`src/rtl/lcd_frame_scheduler_pkg.sv`:
```
// Shared definitions for the LCD frame scheduler: AHB encodings,
// LCD drive register indices and state encodings.
package lcd_frame_scheduler_pkg;

    // AHB transfer types
    localparam logic [1:0] TRANS_IDLE   = 2'b00;
    localparam logic [1:0] TRANS_BUSY   = 2'b01;
    localparam logic [1:0] TRANS_NONSEQ = 2'b10;
    localparam logic [1:0] TRANS_SEQ    = 2'b11;

    // AHB responses
    localparam logic [1:0] RESP_OKAY  = 2'b00;
    localparam logic [1:0] RESP_ERROR = 2'b01;
    localparam logic [1:0] RESP_RETRY = 2'b10;
    localparam logic [1:0] RESP_SPLIT = 2'b11;

    // Fixed transfer attributes
    localparam logic [2:0] SIZE_WORD    = 3'b010;
    localparam logic [2:0] BURST_SINGLE = 3'b000;

    // HPROT bits: [3] cacheable, [2] bufferable, [1] privileged, [0] data
    localparam logic [3:0] PROT_NOTCACHE = 4'b0000;
    localparam logic [3:0] PROT_UNBUF    = 4'b0000;
    localparam logic [3:0] PROT_USER     = 4'b0000;
    localparam logic [3:0] PROT_DATA     = 4'b0001;
    localparam logic [3:0] PROT_DEFAULT  = PROT_NOTCACHE | PROT_UNBUF | PROT_USER | PROT_DATA;

    // LCD drive register word indices
    localparam logic [7:0] REG_START    = 8'd8;
    localparam logic [7:0] REG_BR_MODE  = 8'd9;
    localparam logic [7:0] REG_BR_VALUE = 8'd10;

    // Top-level sequencer states
    typedef enum logic [2:0] {
        ST_IDLE,
        ST_WR_MODE,
        ST_WR_VAL,
        ST_WR_GO,
        ST_WAIT_FRAME,
        ST_WR_STOP,
        ST_GAP,
        ST_DONE
    } state_t;

    // Bus phases of the single-write engine
    typedef enum logic [1:0] {
        PH_IDLE,
        PH_ADDR,
        PH_DATA
    } phase_t;

    // Byte address of a register given the block base and word index
    function automatic logic [31:0] reg_addr(input logic [31:0] base, input logic [7:0] idx);
        return base + {22'd0, idx, 2'b00};
    endfunction

endpackage

```
`src/rtl/lcd_frame_scheduler_ahb_single_writer.sv`:
```
// Single NONSEQ AHB-lite write engine: takes one request, runs the
// address phase and the data phase, then pulses ack (with resp_err).
module lcd_frame_scheduler_ahb_single_writer
    import lcd_frame_scheduler_pkg::*;
#(
    parameter int W_ADDR = 32,
    parameter int W_DATA = 32
) (
    input  logic              i_clk,
    input  logic              i_rst,
    input  logic              i_req,
    input  logic [W_ADDR-1:0] i_addr,
    input  logic [W_DATA-1:0] i_wdata,
    output logic              o_ack,
    output logic              o_resp_err,
    input  logic              i_hready,
    input  logic [1:0]        i_hresp,
    output logic [1:0]        o_htrans,
    output logic [W_ADDR-1:0] o_haddr,
    output logic              o_hwrite,
    output logic [2:0]        o_hsize,
    output logic [2:0]        o_hburst,
    output logic [3:0]        o_hprot,
    output logic [W_DATA-1:0] o_hwdata
);

    phase_t            r_phase;
    logic [1:0]        r_htrans;
    logic [W_ADDR-1:0] r_haddr;
    logic              r_hwrite;
    logic [2:0]        r_hsize;
    logic [2:0]        r_hburst;
    logic [3:0]        r_hprot;
    logic [W_DATA-1:0] r_hwdata;
    logic [W_DATA-1:0] r_wdata_q;
    logic              r_err_seen;
    logic              r_ack;
    logic              r_resp_err;

    // Address/data phase pipeline with registered bus outputs
    always_ff @(posedge i_clk) begin
        // NOTE: every register, data holding ones included, is cleared so the bus reads all-zero straight out of reset.
        if (i_rst) begin
            r_phase    <= PH_IDLE;
            r_htrans   <= TRANS_IDLE;
            r_haddr    <= '0;
            r_hwrite   <= 1'b0;
            r_hsize    <= '0;
            r_hburst   <= '0;
            r_hprot    <= '0;
            r_hwdata   <= '0;
            r_wdata_q  <= '0;
            r_err_seen <= 1'b0;
            r_ack      <= 1'b0;
            r_resp_err <= 1'b0;
        end else begin
            // NOTE: non-blocking assignments so every branch reads the pre-edge state.
            r_hsize    <= SIZE_WORD;
            r_hburst   <= BURST_SINGLE;
            r_hprot    <= PROT_DEFAULT;
            r_ack      <= 1'b0;
            r_resp_err <= 1'b0;
            case (r_phase)
                PH_IDLE: begin
                    if (i_req) begin
                        r_htrans   <= TRANS_NONSEQ;
                        r_hwrite   <= 1'b1;
                        r_haddr    <= i_addr;
                        r_wdata_q  <= i_wdata;
                        r_err_seen <= 1'b0;
                        r_phase    <= PH_ADDR;
                    end
                end
                PH_ADDR: begin
                    // Address held until the slave accepts it
                    if (i_hready) begin
                        r_htrans <= TRANS_IDLE;
                        r_hwrite <= 1'b0;
                        r_hwdata <= r_wdata_q;
                        r_phase  <= PH_DATA;
                    end
                end
                PH_DATA: begin
                    // An error response may span a wait cycle; remember it
                    if (i_hresp != RESP_OKAY) begin
                        r_err_seen <= 1'b1;
                    end
                    if (i_hready) begin
                        r_ack      <= 1'b1;
                        r_resp_err <= r_err_seen | (i_hresp != RESP_OKAY);
                        r_phase    <= PH_IDLE;
                    end
                end
                default: r_phase <= PH_IDLE;
            endcase
        end
    end

    assign o_ack      = r_ack;
    assign o_resp_err = r_resp_err;
    assign o_htrans   = r_htrans;
    assign o_haddr    = r_haddr;
    assign o_hwrite   = r_hwrite;
    assign o_hsize    = r_hsize;
    assign o_hburst   = r_hburst;
    assign o_hprot    = r_hprot;
    assign o_hwdata   = r_hwdata;

endmodule

```
`src/rtl/lcd_frame_scheduler.sv`:
```
// LCD frame scheduler: AHB-lite master that programs the LCD drive
// registers per frame, counts pixel pairs, and steps brightness between frames.
module lcd_frame_scheduler
    import lcd_frame_scheduler_pkg::*;
#(
    parameter logic [31:0] LCD_BASE    = 32'h0000_0000,
    parameter int          FRAME_PAIRS = 196608,
    parameter int          W_PIX_CNT   = 18,
    parameter int          TIMEOUT     = 4095,
    parameter int          W_ADDR      = 32,
    parameter int          W_DATA      = 32
) (
    input  logic              HCLK,
    input  logic              HRESET,
    input  logic              cmd_start,
    input  logic              cmd_abort,
    input  logic [7:0]        cfg_num_frames,
    input  logic              cfg_br_mode,
    input  logic [7:0]        cfg_br_start,
    input  logic [7:0]        cfg_br_step,
    input  logic [15:0]       cfg_gap,
    input  logic              lcd_valid,
    input  logic              M_HREADY,
    input  logic [1:0]        M_HRESP,
    output logic [1:0]        M_HTRANS,
    output logic [W_ADDR-1:0] M_HADDR,
    output logic              M_HWRITE,
    output logic [2:0]        M_HSIZE,
    output logic [2:0]        M_HBURST,
    output logic [3:0]        M_HPROT,
    output logic [W_DATA-1:0] M_HWDATA,
    output logic              busy,
    output logic              done,
    output logic              err,
    output logic [7:0]        frame_idx
);

    localparam int                W_IDLE_CNT = $clog2(TIMEOUT + 1);
    localparam logic [W_PIX_CNT-1:0]  LAST_PIX   = W_PIX_CNT'(FRAME_PAIRS - 1);
    localparam logic [W_IDLE_CNT-1:0] LAST_IDLE  = W_IDLE_CNT'(TIMEOUT - 1);
    localparam logic [W_ADDR-1:0] ADDR_START = W_ADDR'(reg_addr(LCD_BASE, REG_START));
    localparam logic [W_ADDR-1:0] ADDR_MODE  = W_ADDR'(reg_addr(LCD_BASE, REG_BR_MODE));
    localparam logic [W_ADDR-1:0] ADDR_VALUE = W_ADDR'(reg_addr(LCD_BASE, REG_BR_VALUE));

    state_t                r_state;
    logic [7:0]            r_num_frames;
    logic                  r_br_mode;
    logic [7:0]            r_br;
    logic [7:0]            r_br_step;
    logic [15:0]           r_gap;
    logic [15:0]           r_gap_cnt;
    logic [W_PIX_CNT-1:0]  r_pix_cnt;
    logic [W_IDLE_CNT-1:0] r_idle_cnt;
    logic [7:0]            r_frame_idx;
    logic                  r_busy;
    logic                  r_done;
    logic                  r_err;
    logic                  r_abort_pend;
    logic                  r_issued;

    logic                  w_req;
    logic [W_ADDR-1:0]     w_addr;
    logic [W_DATA-1:0]     w_wdata;
    logic                  w_ack;
    logic                  w_resp_err;
    logic                  w_abort;
    logic [8:0]            w_br_sum;
    logic [7:0]            w_br_next;

    // An abort seen now or earlier both end the run at the next STOP write
    assign w_abort   = cmd_abort | r_abort_pend;
    assign w_br_sum  = {1'b0, r_br} + {1'b0, r_br_step};
    assign w_br_next = w_br_sum[8] ? 8'hFF : w_br_sum[7:0];

    // Request one register write on entry to each write state
    always_comb begin
        // NOTE: defaults first so no path leaves a signal unassigned (no latch).
        w_req   = 1'b0;
        w_addr  = '0;
        w_wdata = '0;
        case (r_state)
            ST_WR_MODE: begin
                w_req   = ~r_issued;
                w_addr  = ADDR_MODE;
                w_wdata = W_DATA'(r_br_mode);
            end
            ST_WR_VAL: begin
                w_req   = ~r_issued;
                w_addr  = ADDR_VALUE;
                w_wdata = W_DATA'(r_br);
            end
            ST_WR_GO: begin
                w_req   = ~r_issued;
                w_addr  = ADDR_START;
                w_wdata = W_DATA'(1'b1);
            end
            ST_WR_STOP: begin
                w_req   = ~r_issued;
                w_addr  = ADDR_START;
                w_wdata = '0;
            end
            default: ;
        endcase
    end

    // Run sequencer: frame loop, pixel counting, gap timing, status outputs
    always_ff @(posedge HCLK) begin
        if (HRESET) begin
            r_state      <= ST_IDLE;
            r_num_frames <= '0;
            r_br_mode    <= 1'b0;
            r_br         <= '0;
            r_br_step    <= '0;
            r_gap        <= '0;
            r_gap_cnt    <= '0;
            r_pix_cnt    <= '0;
            r_idle_cnt   <= '0;
            r_frame_idx  <= '0;
            r_busy       <= 1'b0;
            r_done       <= 1'b0;
            r_err        <= 1'b0;
            r_abort_pend <= 1'b0;
            r_issued     <= 1'b0;
        end else begin
            r_done <= 1'b0;
            if (w_req) begin
                r_issued <= 1'b1;
            end
            if (w_ack) begin
                r_issued <= 1'b0;
            end
            if (cmd_abort && (r_state != ST_IDLE) && (r_state != ST_DONE)) begin
                r_abort_pend <= 1'b1;
            end
            case (r_state)
                ST_IDLE: begin
                    if (cmd_start) begin
                        r_num_frames <= (cfg_num_frames == 8'd0) ? 8'd1 : cfg_num_frames;
                        r_br_mode    <= cfg_br_mode;
                        r_br         <= cfg_br_start;
                        r_br_step    <= cfg_br_step;
                        r_gap        <= cfg_gap;
                        r_frame_idx  <= '0;
                        r_busy       <= 1'b1;
                        r_err        <= 1'b0;
                        r_abort_pend <= 1'b0;
                        r_state      <= ST_WR_MODE;
                    end
                end
                ST_WR_MODE: begin
                    if (w_ack) begin
                        if (w_resp_err) begin
                            r_err   <= 1'b1;
                            r_state <= ST_DONE;
                        end else begin
                            r_state <= ST_WR_VAL;
                        end
                    end
                end
                ST_WR_VAL: begin
                    if (w_ack) begin
                        if (w_resp_err) begin
                            r_err   <= 1'b1;
                            r_state <= ST_DONE;
                        end else begin
                            r_state <= ST_WR_GO;
                        end
                    end
                end
                ST_WR_GO: begin
                    if (w_ack) begin
                        if (w_resp_err) begin
                            r_err   <= 1'b1;
                            r_state <= ST_DONE;
                        end else begin
                            r_pix_cnt  <= '0;
                            r_idle_cnt <= '0;
                            r_state    <= ST_WAIT_FRAME;
                        end
                    end
                end
                ST_WAIT_FRAME: begin
                    if (w_abort) begin
                        r_state <= ST_WR_STOP;
                    end else if (lcd_valid) begin
                        r_idle_cnt <= '0;
                        if (r_pix_cnt == LAST_PIX) begin
                            r_state <= ST_WR_STOP;
                        end else begin
                            r_pix_cnt <= r_pix_cnt + 1'b1;
                        end
                    end else if (r_idle_cnt == LAST_IDLE) begin
                        r_err   <= 1'b1;
                        r_state <= ST_WR_STOP;
                    end else begin
                        r_idle_cnt <= r_idle_cnt + 1'b1;
                    end
                end
                ST_WR_STOP: begin
                    if (w_ack) begin
                        if (w_resp_err) begin
                            r_err   <= 1'b1;
                            r_state <= ST_DONE;
                        end else if (r_err || w_abort || (r_frame_idx == r_num_frames - 8'd1)) begin
                            r_state <= ST_DONE;
                        end else begin
                            r_gap_cnt <= '0;
                            r_state   <= ST_GAP;
                        end
                    end
                end
                ST_GAP: begin
                    if (w_abort) begin
                        r_state <= ST_WR_STOP;
                    end else if (r_gap_cnt == r_gap) begin
                        r_frame_idx <= r_frame_idx + 8'd1;
                        r_br        <= w_br_next;
                        r_state     <= ST_WR_MODE;
                    end else begin
                        r_gap_cnt <= r_gap_cnt + 16'd1;
                    end
                end
                ST_DONE: begin
                    r_done  <= 1'b1;
                    r_busy  <= 1'b0;
                    r_state <= ST_IDLE;
                end
                default: r_state <= ST_IDLE;
            endcase
        end
    end

    lcd_frame_scheduler_ahb_single_writer #(
        .W_ADDR (W_ADDR),
        .W_DATA (W_DATA)
    ) u_writer (
        .i_clk      (HCLK),
        .i_rst      (HRESET),
        .i_req      (w_req),
        .i_addr     (w_addr),
        .i_wdata    (w_wdata),
        .o_ack      (w_ack),
        .o_resp_err (w_resp_err),
        .i_hready   (M_HREADY),
        .i_hresp    (M_HRESP),
        .o_htrans   (M_HTRANS),
        .o_haddr    (M_HADDR),
        .o_hwrite   (M_HWRITE),
        .o_hsize    (M_HSIZE),
        .o_hburst   (M_HBURST),
        .o_hprot    (M_HPROT),
        .o_hwdata   (M_HWDATA)
    );

    assign busy      = r_busy;
    assign done      = r_done;
    assign err       = r_err;
    assign frame_idx = r_frame_idx;

endmodule

```
`config.mk`:
```
export PLATFORM = sky130hd
export DESIGN_NAME = lcd_frame_scheduler
export DESIGN_NICKNAME = d
export VERILOG_FILES = /design/src/rtl/lcd_frame_scheduler_pkg.sv /design/src/rtl/lcd_frame_scheduler_ahb_single_writer.sv /design/src/rtl/lcd_frame_scheduler.sv
export SDC_FILE = /design/constraint.sdc
export NUM_CORES = 1
export LEC_CHECK = 0
export BUFFER_PORTS_ARGS = -buffer_cell sky130_fd_sc_hd__buf_2
export CORE_MARGIN = 2
export CORE_UTILIZATION = 40
export CTS_CLUSTER_DIAMETER = 80
export DETAILED_ROUTE_END_ITERATION = 8
export GPL_TIMING_DRIVEN = 0
export RECOVER_POWER = 25
export SYNTH_ARGS = -nofsm -noshare
export SYNTH_HDL_FRONTEND = slang
export SYNTH_SLANG_ARGS = --single-unit
```
`constraint.sdc`:
```
create_clock -name HCLK -period 3.5 [get_ports HCLK]
set_clock_uncertainty 0.2 [all_clocks]
set_input_delay 1.05 -clock HCLK [delete_from_list [all_inputs] [get_ports HCLK]]
set_output_delay 1.05 -clock HCLK [all_outputs]
set_load 0.01 [all_outputs]
```
==> After elaboration in Yosys (flattened, before gate mapping) <==
Cells that the tools add are included.
{ "word_totals": {"inputBits": 49, "ff_bits": 210, "out_inout_bits": 88, "word_cells": 187} }
{ "op_classes": {"reduce_logical": 34, "addsub": 6, "bitwise": 5, "n_eq_ne": 40, "mux": 76} }
{ "op_table": {"columns": ["op", "count"], "rows": [
  ["18-bit two-way mux", 5],
  ["16-bit two-way mux", 5],
  ["8-bit two-way mux", 8],
  ["12-bit two-way mux", 5],
  ["3-bit two-way mux", 13],
  ["18-bit one-hot mux with 2 select lines", 1],
  ["16-bit one-hot mux with 2 select lines", 1],
  ["8-bit one-hot mux with 2 select lines", 2],
  ["2-bit != test (second input constant)", 14],
  ["12-bit one-hot mux with 2 select lines", 1],
  ["3-bit one-hot mux with 8 select lines", 1],
  ["8-bit one-hot mux with 3 select lines", 1],
  ["1-bit two-way mux", 20],
  ["18-bit by 1-bit adder with 18-bit output (second input constant)", 1],
  ["18-bit equality test (second input constant)", 1],
  ["6-bit one-hot mux with 3 select lines", 1],
  ["16-bit by 1-bit adder with 16-bit output (second input constant)", 1],
  ["16-bit equality test", 1],
  ["2-bit by 1-bit != test with 1-bit output (second input constant)", 8],
  ["2-bit nonzero test", 7],
  ["12-bit by 1-bit adder with 12-bit output (second input constant)", 1],
  ["12-bit equality test (second input constant)", 1],
  ["3-bit equality test (second input constant)", 4],
  ["2-bit two-way mux", 6],
  ["other kinds (32)", 52]
]} }

==> Longest topological paths before layout <==
Gate-level depths: netlist (run 1).
{ "depth": {"word_depth": 7, "mapped_depth": 10, "ltp_nobuf": 10} }

==> Hierarchy <==
From an unflattened synthesis (run 1), not the netlist that was laid out.
{ "hier_totals": {"hier_cells": 1090, "hier_area_um2": 9731.8} }
{ "by_module_without_submodules": {"columns": ["module", "area_per_inst_um2", "instances", "seq_area_each_um2", "cells_each"], "rows": [
  ["lcd_frame_scheduler", 5326.4, 1, 2062.0, 673],
  ["lcd_frame_scheduler_ahb_single_writer", 4405.5, 1, 2062.0, 417]
]} }

==> Least setup slack after synthesis (run 1) <==
Ideal clock, no wire load.
{ "synth_path": {"kind": "input -> register", "from": "input port cmd_abort", "to": "register r_pix_cnt[17]", "setup_ps": 70, "path_buffers": 0, "required_time_ps": 3230, "path_slack_ps": 605, "stages": 6, "arrival_ps": 2625, "path_cell_list": "nor2_1 > a22oi_2 > a21o_1 > or3_1 > or3_1 > a21oi_1"} }
{ "synth_via": {"elab_chain_len": 3} }
{ "synth_rtl": {"columns": ["item", "line", "source"], "rows": [
  ["start, declared", "lcd_frame_scheduler.sv:16", "input logic cmd_abort,"],
  ["1-bit bitwise OR", "lcd_frame_scheduler.sv:71", "assign w_abort = cmd_abort | r_abort_pend;"],
  ["2-bit != test (no source line)", null, null],
  ["6-bit AND reduction (no source line)", null, null],
  ["end signal, assigned", "lcd_frame_scheduler.sv:190", "r_pix_cnt <= r_pix_cnt + 1'b1;"],
  ["end, declared", "lcd_frame_scheduler.sv:52", "logic [W_PIX_CNT-1:0] r_pix_cnt;"]
]} }
No other way between the ends.
A chain may end at the register's enable or synchronous reset.

==> Worst setup path after layout (run 1) <==
Same ends and word-level chain as after synthesis.

==> results of run 1 <==
layout by cell type (no fill, tap or decap), drive strengths merged, types with 5 or more instances in the layout:
master,netlist,layout
nand3b,5,5
nor2,78,78
nor2b,5,5
nand4,19,19
a22oi,9,9
dfxtp,129,129
a21o,6,6
a21oi,80,80
or3,19,19
nand3,18,18
o221ai,5,5
a211oi,8,8
nor4,6,6
nor3,18,18
conb,1,62
buf,71,122
o21a,5,5
nand2,122,122
o21ai,28,28
inv,23,25
ha,14,14
xor2,28,28
and3,7,7
clkbuf,28,69
xnor2,30,30
mux2i,8,8
synthesized netlist by cell type, drive strengths merged, types with 2 or more instances:
master    n
o21a      5
nor2     78
nand4    19
ha       14
nand2b    3
nand3b    5
o21bai    2
o221ai    5
nand3    18
and3      7
or4       3
a31oi     4
nor3     18
a21o      6
nor4      6
a22oi     9
buf      71
xor2     28
clkbuf   28
nor3b     4
a211oi    8
o31ai     3
inv      23
o211ai    3
o21ai    28
a311oi    3
o31a      3
a21oi    80
a311o     2
and4      2
nor2b     5
mux2i     8
nand2   122
dfxtp   129
or3      19
xnor2    30
layout make-up:
cell class	instances	area, sq um
clock inverter	12	181.4
tap	220	275.3
fill	1630	8288
multi-input combinational	629	3587
inverter	23	86.33
clock buffer	19	442.9
timing repair buffer	73	340.3
buffer	99	623.1
sequential	129	2582
worst max-delay path, cell delays in order:
cell and delay [ns]:
buf_2 0.13, nor2_1 0.43, a22oi_2 0.26, a21o_1 0.32
or3_1 0.43, or3_1 0.36, a21oi_1 0.14
power groups by stage:
stage | Clock, mW | Combinational (mW) | Sequential, mW
after global routing | 2.00 | 1.32 | 1.75
after global placement | 0 | 1.17 | 1.76
after detailed placement | 0 | 1.18 | 1.77
after CTS | 1.93 | 1.18 | 1.74
final | 1.89 | 1.17 | 1.74
after floorplan | 0 | 0.892 | 1.74
worst min path at each step:
stage               slack, ns                   to                start
CTS                      0.25  u_writer.o_haddr[5]  u_writer.o_haddr[5]
global placement         0.23  u_writer.o_haddr[5]  u_writer.o_haddr[5]
floorplan                0.23            r_br_mode            r_br_mode
finish                   0.25  u_writer.o_haddr[5]  u_writer.o_haddr[5]
detailed placement       0.24  u_writer.o_haddr[5]  u_writer.o_haddr[5]
global route             0.29         r_br_step[4]         r_br_step[4]
routing by layer:
layer / routed length [um] / up-vias / track usage [%]
li1: - / 3010 / -
met1: 7408 / 2619 / 23.52
met2: 7247 / 136 / 28.84
met3: 732 / 10 / 4.368
met4: 158 / 0 / 5.436
met5: 0 / - / 0
cell families (layout without fill, tap and decap cells):
| kind of cell | after synthesis | after routing |
|---|---|---|
| AND/OR/NAND/NOR | 316 | 316 |
| AO/OA/AOI/OAI | 169 | 169 |
| flip-flops | 129 | 129 |
| buffers and inverters | 122 | 226 |
| XOR/XNOR | 58 | 58 |
| adder cells (fa/ha/maj) | 16 | 16 |
| multiplexers | 8 | 8 |
| other | 1 | 62 |
stage by stage:
step           std cells  power (mW)  utilization [%]  hold slack (ns)  cell area [sq um]
6_report            1204       4.794            49.49           0.2465               8119
5_1_grt             1204       5.073            49.49           0.2866               8119
3_5_place_dp        1173       2.947            45.84           0.2390               7521
2_1_floorplan        880       2.635                -           0.2332               6880
4_1_cts             1204       4.844            49.65           0.2484               8145
3_3_place_gp        1173       2.931            45.84           0.2337               7521
sequential cells by signal, indices dropped and copies added (netlist names), 2 cells and up:
name,count
u_writer.o_haddr,3
r_br_step,8
frame_idx,8
r_state,3
r_gap,16
u_writer.r_phase,2
r_idle_cnt,12
u_writer.o_hwdata,8
r_pix_cnt,18
r_gap_cnt,16
u_writer.r_wdata_q,8
r_br,8
r_num_frames,8
==> impl_metrics.csv, run 1 <==
group,metric,value,unit
floorplan,initial_core_util,40.54,%
global_route,grt_pass1_vias,5046,
route,dr.pass1.iters,5,
timing,rsz0062_at_grt,"no",
logic_synthesis,muxShareOfSynthArea,1.204,%
logic_synthesis,ys.flop_type,"dfxtp_1",
logic_synthesis,ys_seq_area_share,38.83,%
logic_synthesis,ys.warnings.count,0,
status,status,"completed",
critical_path,cp-start-kind,"primary input",
clocking,ctsResizeCount,0,
power_and_ir_drop,peakVddDrop,0.4314,mV
clocking,worstSkewPairLatency,0.42,ns
global_route,gr-total-overflow,0,
route,drcViolationCount,0,
global_route,grt_pass1_wl,25130,um
logic_synthesis,yosys.area.top_type,"dfxtp_1",
clocking,cts-root-buf,"clkbuf_16",
logic_synthesis,synthXorXnorAreaFrac,7.750,%
layout,nets,1036,
global_route,track_usage,17.82,%
critical_path,cp-startpoint,"cmd_abort",
clocking,cts_buffer_depth,2,
logic_synthesis,ys_ff_latch,129,
logic_synthesis,synth_edf_count,0,
global_route,antenna_found_initial,0,
logic_synthesis,synthAdderAreaFrac,3.085,%
layout,area_growth_syn_to_layout,22.07,%
critical_path,path_class,"in2reg",
logic_synthesis,syn-cell-area,6651,sq um
logic_synthesis,syn_area_per_cell,8.121,sq um
hold_path,hold_path.class,"reg2reg",
timing,slew_headroom,54.49,%
power_and_ir_drop,power.static_leakage,3.282,nW
power_and_ir_drop,power.share.combinational,24.4,%
power_and_ir_drop,internal_power,3.283,mW
clocking,cts.sinks,129,
critical_path,critPathCaptureType,"flip-flop",
critical_path,r2r_start,"r_state[0]",
timing,worst_pin_slew,0.6826,ns
floorplan,core,16410,sq um
route,wl_per_cell,12.91,um
global_route,grt_start_max_net_pins,17,
placement,place.gp.congestion,0.8188,
logic_synthesis,synth_top_area_share,38.83,%
placement,io_buffer_count,73,
timing,period_needed,2.974,ns
route,drt_iter0_drc,259,
logic_synthesis,synth_simple_gate_area_share,22.67,%
power_and_ir_drop,p_seq_share,36.2,%
route,viasPerCell,4.797,
critical_path,reg2reg_depth,9,
critical_path,cp_max_fo,9,
critical_path,cp.arrival,3.12,ns
route,vias,5775,
critical_path,ff2ff_setup_slack,0.61,ns
critical_path,crit_required,3.65,ns
logic_synthesis,syn_inst,819,
power_and_ir_drop,power_frac_clock,39.4,%
logic_synthesis,synth.area.top_cells,"dfxtp_1 39%, buf_4 7.2%, nand2_1 6.9%",
floorplan,die_width,133.0,um
logic_synthesis,synth_compound_area_share,15.73,%
run,max_cap_viol_count,0,
floorplan,rows,47,
logic_synthesis,synth_top_family_by_area,"simple AND/OR/NAND/NOR gates",
timing,fin_crit_sh,84.98,%
timing,fin_tns_setup,0,ns
layout,diodes,0,
timing,fmax,336.2,MHz
hold_path,hold_depth,2,
route,drt-total-wl,15550,um
floorplan,die-area,17680,sq um
timing,final-max-slew-violation-count,0,
critical_path,reg2reg_to,"r_gap_cnt[6]",
route,final_antenna_net_count,0,
floorplan,io_pins,137,
critical_path,endpoint,"r_pix_cnt[17]",
timing,setup_ws,0.5258,ns
clocking,cts_setup_buffers,0,
clocking,cts.htree.levels,4,
power_and_ir_drop,power_density,590.4,nW/um^2
layout,post_route_cells_drive_above_1_share,17.17,%
clocking,cts_made_buffers,17,
power_and_ir_drop,swShare,31.52,%
clocking,ctsHoldBuffers,0,
power_and_ir_drop,p_switching,1.511,mW
clocking,cts_tree,"built",
placement,dp_slack,0.1221,ns
logic_synthesis,synthDistinctLibCells,68,
clocking,clkTransAtPathRegs,0.06,ns
floorplan,die_h,133.0,um
placement,dpl.hpwl,11440,um
timing,final-setup-viol-count,0,
logic_synthesis,async_flop_share,0,%
timing,hold_violations,0,
(Power assumes the default switching activity.)
==> inputs of run 2 (changes only) <==
- clock period: 3.5 -> 2.4 ns (I/O delays scaled with it)
==> run 2 against run 1 <==
Against the previous run:
- the flow now finishes with violations (negative setup slack)
- sequential cell count stayed put
- global-route usage rose by 0.40 points
- via count up 2.4%
- design area grew 5.7%
- routed wire length increased by 5.4%
- highest routed layer unchanged
==> impl_metrics.csv, run 2 (synthesis gave the netlist of run 1 again) <==
group,metric,value,unit
clocking,cts_made_buffers,17,
floorplan,initial_core_util,40.54,%
clocking,cts.htree.levels,4,
global_route,track_usage,18.22,%
critical_path,slowest_delay,0.45,ns
floorplan,rows,47,
route,wl_per_cell,13.35,um
floorplan,io_pins,137,
critical_path,cp.arrival,2.62,ns
timing,fmax,403.6,MHz
placement,dp_cells,1173,
layout,finalNonFillerCells,1227,
placement,place.gp.congestion,0.8202,
route,final_antenna_net_count,0,
placement,io_buffer_count,73,
floorplan,die_h,133.0,um
route,drcViolationCount,0,
timing,timing.hold.ws,0.2535,ns
critical_path,path_class,"reg2reg",
power_and_ir_drop,peakVddDrop,0.5716,mV
timing,final-max-slew-violation-count,0,
critical_path,cp_max_fo,6,
timing,fin_crit_sh,103.2,%
hold_path,hold_path.class,"reg2reg",
critical_path,critPathBufInv,2,
layout,area_growth_syn_to_layout,28.99,%
floorplan,die-area,17680,sq um
layout,largest_reg_flops,18,
clocking,cts.sinks,129,
critical_path,crit_required,2.54,ns
route,drt-total-wl,16380,um
placement,dp_slack,-0.4451,ns
global_route,antenna_found_initial,0,
global_route,gr-total-overflow,0,
layout,post_route_cells_drive_above_1_share,24.93,%
layout,layout_commonest_cell,"nand2_1",
global_route,grt_pass1_vias,5223,
layout,nets,1058,
timing,slew_headroom,50.08,%
status,status,"finished, violations left",
power_and_ir_drop,power.static_leakage,3.484,nW
critical_path,crit_slowest_cell,"a311o_1",
timing,rsz0062_at_grt,"yes",
timing,final-setup-viol-count,8,
critical_path,worstPathCellList,"inv_4, ha_4, nor2_1, and4_1, a211oi_2, o22ai_2, a311o_1, buf_4, or3_1, a21oi_1",
clocking,clkTransAtPathRegs,0.06,ns
layout,diodes,0,
route,drt_iter0_drc,326,
run,max_cap_viol_count,0,
timing,period_needed,2.478,ns
timing,hold_violations,0,
clocking,cts_tree,"built",
placement,dpl.hpwl,11510,um
critical_path,cp-start-kind,"flip-flop",
route,vias,5912,
timing,fin_tns_setup,-0.4459,ns
layout,largestRegisters,"r_pix_cnt x18, r_gap x16, r_gap_cnt x16",
layout,max_flop_register,"r_pix_cnt",
status,violations,"negative setup slack",
clocking,worstSkewPairLatency,0.42,ns
timing,worst_pin_slew,0.7488,ns
layout,final_cell_mix,"121 x nand2_1, 118 x dfxtp_1, 88 x buf_4",
route,dr.pass1.iters,5,
clocking,ctsHoldBuffers,0,
floorplan,die_width,133.0,um
power_and_ir_drop,totalPowerFinal,7.246,mW
critical_path,critPathTopFamily,"compound AO/OA/AOI/OAI gates",
floorplan,core,16410,sq um
global_route,grt_pass1_wl,25780,um
clocking,cts-root-buf,"clkbuf_16",
timing,setup_ws,-0.07777,ns
power_and_ir_drop,power_density,844.6,nW/um^2
clocking,cts_buffer_depth,2,
route,viasPerCell,4.818,
global_route,grt_start_max_net_pins,17,
critical_path,critPathCaptureType,"flip-flop",
run 2: cell count changes in the layout (fill, tap and decap cells not counted), moves of 5 or more:
cell / delta
o21ai_0: -7
buf_4: +24
o21ai_2: +5
dfxtp_1: -11
dfxtp_2: +7
clkbuf_1: -7
run 2: area by class of cell:
| cell class | instances | area (sq um) |
|---|---|---|
| Fill cell | 1596 | 7828 |
| Multi-Input combinational cell | 629 | 3836 |
| Sequential cell | 129 | 2606 |
| Buffer | 97 | 635.6 |
| Timing Repair Buffer | 97 | 528.0 |
| Clock buffer | 17 | 425.4 |
| Tap cell | 220 | 275.3 |
| Clock inverter | 15 | 183.9 |
| Inverter | 23 | 88.84 |
run 2: where the power goes:
group | internal [mW] | switching [mW]
logic | 0.875 | 1.15
registers | 2.37 | 0.181
clock network | 1.64 | 1.03
total | 4.88 | 2.36
run 2: metal layers:
layer,part of all wire (%),global-route usage (%),vias to the layer above,routed length (um)
met5,0,0,-,0
met4,1.7,5.795,0,280
met3,4.3,4.253,18,705
met2,47,29.53,130,7734
met1,47,24.04,2709,7663
li1,-,-,3055,-
run 2: per-stage QoR:
stage               instance area, sq um  utilization, %
global route                        8579           52.29
floorplan                           6889               -
detailed placement                  7530           45.89
finish                              8579           52.29
CTS                                 8322           50.72
global placement                    7530           45.89
run 2: worst paths after layout:
path                            start                  end  slack [ns]  depth (start not counted)
setup / recovery      r_num_frames[0]        r_gap_cnt[12]       -0.08                         10
hold / removal    u_writer.o_haddr[5]  u_writer.o_haddr[5]        0.25                          2
setup reg to reg      r_num_frames[0]        r_gap_cnt[12]       -0.08                         10
hold reg to reg   u_writer.o_haddr[5]  u_writer.o_haddr[5]        0.25                          2
run 2: worst register-to-register path, stage by stage, from the launching register on:
cell and delay [ns]:
dfxtp_4 0.36, inv_4 0.06, ha_4 0.16, nor2_1 0.04, and4_1 0.20, a211oi_2 0.21
o22ai_2 0.13, a311o_1 0.45, buf_4 0.17, or3_1 0.30, a21oi_1 0.12
run 2: what timing repair did:
action	CTS	global route
setup endpoints to repair	38	66
gates resized for setup	32	58
gates cloned	1	1
pin swaps	9	28
buffers inserted	11	11
==> inputs of run 3 (changes only) <==
- clock period: 2.4 -> 2.5 ns (I/O delays scaled with it)
==> run 3 against run 2 <==
Against the previous run:
- worst hold slack worse by 0.0032 ns
- non-clock buffer count fell by 8
- via count is 0.54% lower
- first-iteration DRC count decreased by 5.2%
- critical path depth is the same
- power shrank 8.1%
- sequential power decreased by 4%
- clock-buffer cell count is the same
- utilization is 1.2 points lower
- setup slack better by 0.046 ns
- the run still ends with negative setup slack left
- sequential cell count unchanged
==> impl_metrics.csv, run 3 (synthesis gave the netlist of run 1 again) <==
group,metric,value,unit
floorplan,die-area,17680,sq um
hold_path,hold_depth,2,
floorplan,die_h,133.0,um
timing,setup_ws,-0.03189,ns
clocking,cts.sinks,129,
timing,worst_pin_slew,0.7276,ns
placement,io_buffer_count,73,
critical_path,slowest_delay,0.42,ns
layout,layout_commonest_cell,"nand2_1",
route,wl_per_cell,13.05,um
run,max_cap_viol_count,0,
timing,final-max-slew-violation-count,0,
timing,rsz0062_at_grt,"yes",
placement,place.gp.congestion,0.8295,
clocking,ctsHoldBuffers,0,
layout,largestRegisters,"r_pix_cnt x18, r_gap x16, r_gap_cnt x16",
route,dr.pass1.iters,5,
power_and_ir_drop,peakVddDrop,0.5613,mV
layout,area_growth_syn_to_layout,26.02,%
status,violations,"negative setup slack",
critical_path,path_class,"reg2reg",
layout,final_cell_mix,"121 x nand2_1, 116 x dfxtp_1, 79 x buf_4",
power_and_ir_drop,power_density,794.8,nW/um^2
route,vias,5880,
clocking,cts_made_buffers,17,
clocking,cts_buffer_depth,2,
power_and_ir_drop,totalPowerFinal,6.662,mW
layout,diodes,0,
placement,dp_slack,-0.4051,ns
hold_path,hold_path.class,"reg2reg",
clocking,clkTransAtPathRegs,0.06,ns
status,status,"finished, violations left",
critical_path,reg2reg_depth,10,
floorplan,io_pins,137,
floorplan,die_width,133.0,um
floorplan,core,16410,sq um
global_route,antenna_found_initial,0,
timing,timing.hold.ws,0.2503,ns
critical_path,ff2ff_setup_slack,-0.03,ns
floorplan,rows,47,
clocking,cts.htree.levels,4,
route,drt-total-wl,15910,um
placement,placed_area,7530,sq um
layout,nets,1050,
critical_path,crit_required,2.66,ns
critical_path,critPathCaptureType,"flip-flop",
clocking,cts-root-buf,"clkbuf_16",
critical_path,cp_max_fo,6,
timing,fin_tns_setup,-0.07474,ns
timing,period_needed,2.532,ns
global_route,track_usage,18.38,%
critical_path,worstPathCellList,"inv_4, ha_4, nor2_2, and4_1, a211oi_2, o22ai_4, a311o_1, buf_6, or3_1, a21oi_2",
critical_path,crit_slowest_cell,"a311o_1",
layout,largest_reg_flops,18,
timing,final-setup-viol-count,3,
global_route,grt_start_max_net_pins,17,
timing,slew_headroom,51.49,%
route,drt_iter0_drc,309,
layout,max_flop_register,"r_pix_cnt",
critical_path,cp.arrival,2.70,ns
timing,hold_violations,0,
clocking,worstSkewPairLatency,0.43,ns
placement,dpl.hpwl,11480,um
floorplan,initial_core_util,40.54,%
layout,final_area,8382,sq um
layout,post_route_cells_drive_above_1_share,23.32,%
timing,fmax,395.0,MHz
global_route,grt_pass1_wl,25900,um
route,drcViolationCount,0,
global_route,grt_pass1_vias,5249,
route,final_antenna_net_count,0,
clocking,cts_tree,"built",
global_route,gr-total-overflow,0,
route,viasPerCell,4.824,
timing,fin_crit_sh,101.3,%
critical_path,cp-start-kind,"flip-flop",
power_and_ir_drop,power.static_leakage,3.398,nW
-- run 3: cell types whose count changed in the layout (fill, tap and decap cells not counted), moves of 3 or more --
cell	previous run	this run
buf_4	88	79
nor2_2	1	4
clkinv_4	5	2
o21ai_2	5	1
dfxtp_2	7	11
o21ai_0	19	23
-- run 3: report_power, final --
part / total (mW) / internal [mW] / switching (mW)
sequential: 2.44 / 2.27 / 0.174
combinational: 1.85 / 0.778 / 1.07
clock: 2.37 / 1.37 / 0.997
-- run 3: through the flow --
stage | utilization (%) | instances
4_1_cts | 50.06 | 1210
5_1_grt | 51.09 | 1219
3_3_place_gp | 45.89 | 1173
6_report | 51.09 | 1219
2_1_floorplan | - | 880
3_5_place_dp | 45.89 | 1173
-- run 3: routing by layer --
layer / vias to the layer above / GRT usage (%) / share of wire, %
met4: 0 / 6.093 / 1.3
met3: 19 / 4.636 / 4.4
li1: 3056 / - / -
met5: - / 0 / 0
met1: 2680 / 23.81 / 47
met2: 125 / 29.97 / 48
-- run 3: area by class of cell --
cell class	count	area (sq um)
clock inverters	15	135.1
repair buffers	89	460.4
clock buffers	17	425.4
multi-input cells	629	3757
inverters	23	88.84
flip-flops and latches	129	2604
well taps	220	275.3
fillers	1611	8025
plain buffers	97	635.6
-- run 3: path summary, 6_finish.rpt --
check                      start             endpoint
min reg2reg  u_writer.o_haddr[5]  u_writer.o_haddr[5]
max              r_num_frames[0]         r_gap_cnt[8]
max reg2reg      r_num_frames[0]         r_gap_cnt[8]
min          u_writer.o_haddr[5]  u_writer.o_haddr[5]
-- run 3: worst max-delay path, delay by kind of cell, from the launching register on --
family                     cells  cell delay (ns)
DFF                            1             0.36
adders and majority gates      1             0.16
buffers and inverters          2             0.23
AOI/OAI and AO/OA              4             0.95
and+or+nand+nor                3             0.57
-- run 3: what timing repair did --
action                                  4_1_cts  5_1_grt
endpoints found under the setup margin       29       45
gates cloned                                  0        1
buffers inserted                              6        9
pin swaps                                     8       27
resized for setup                            21       42
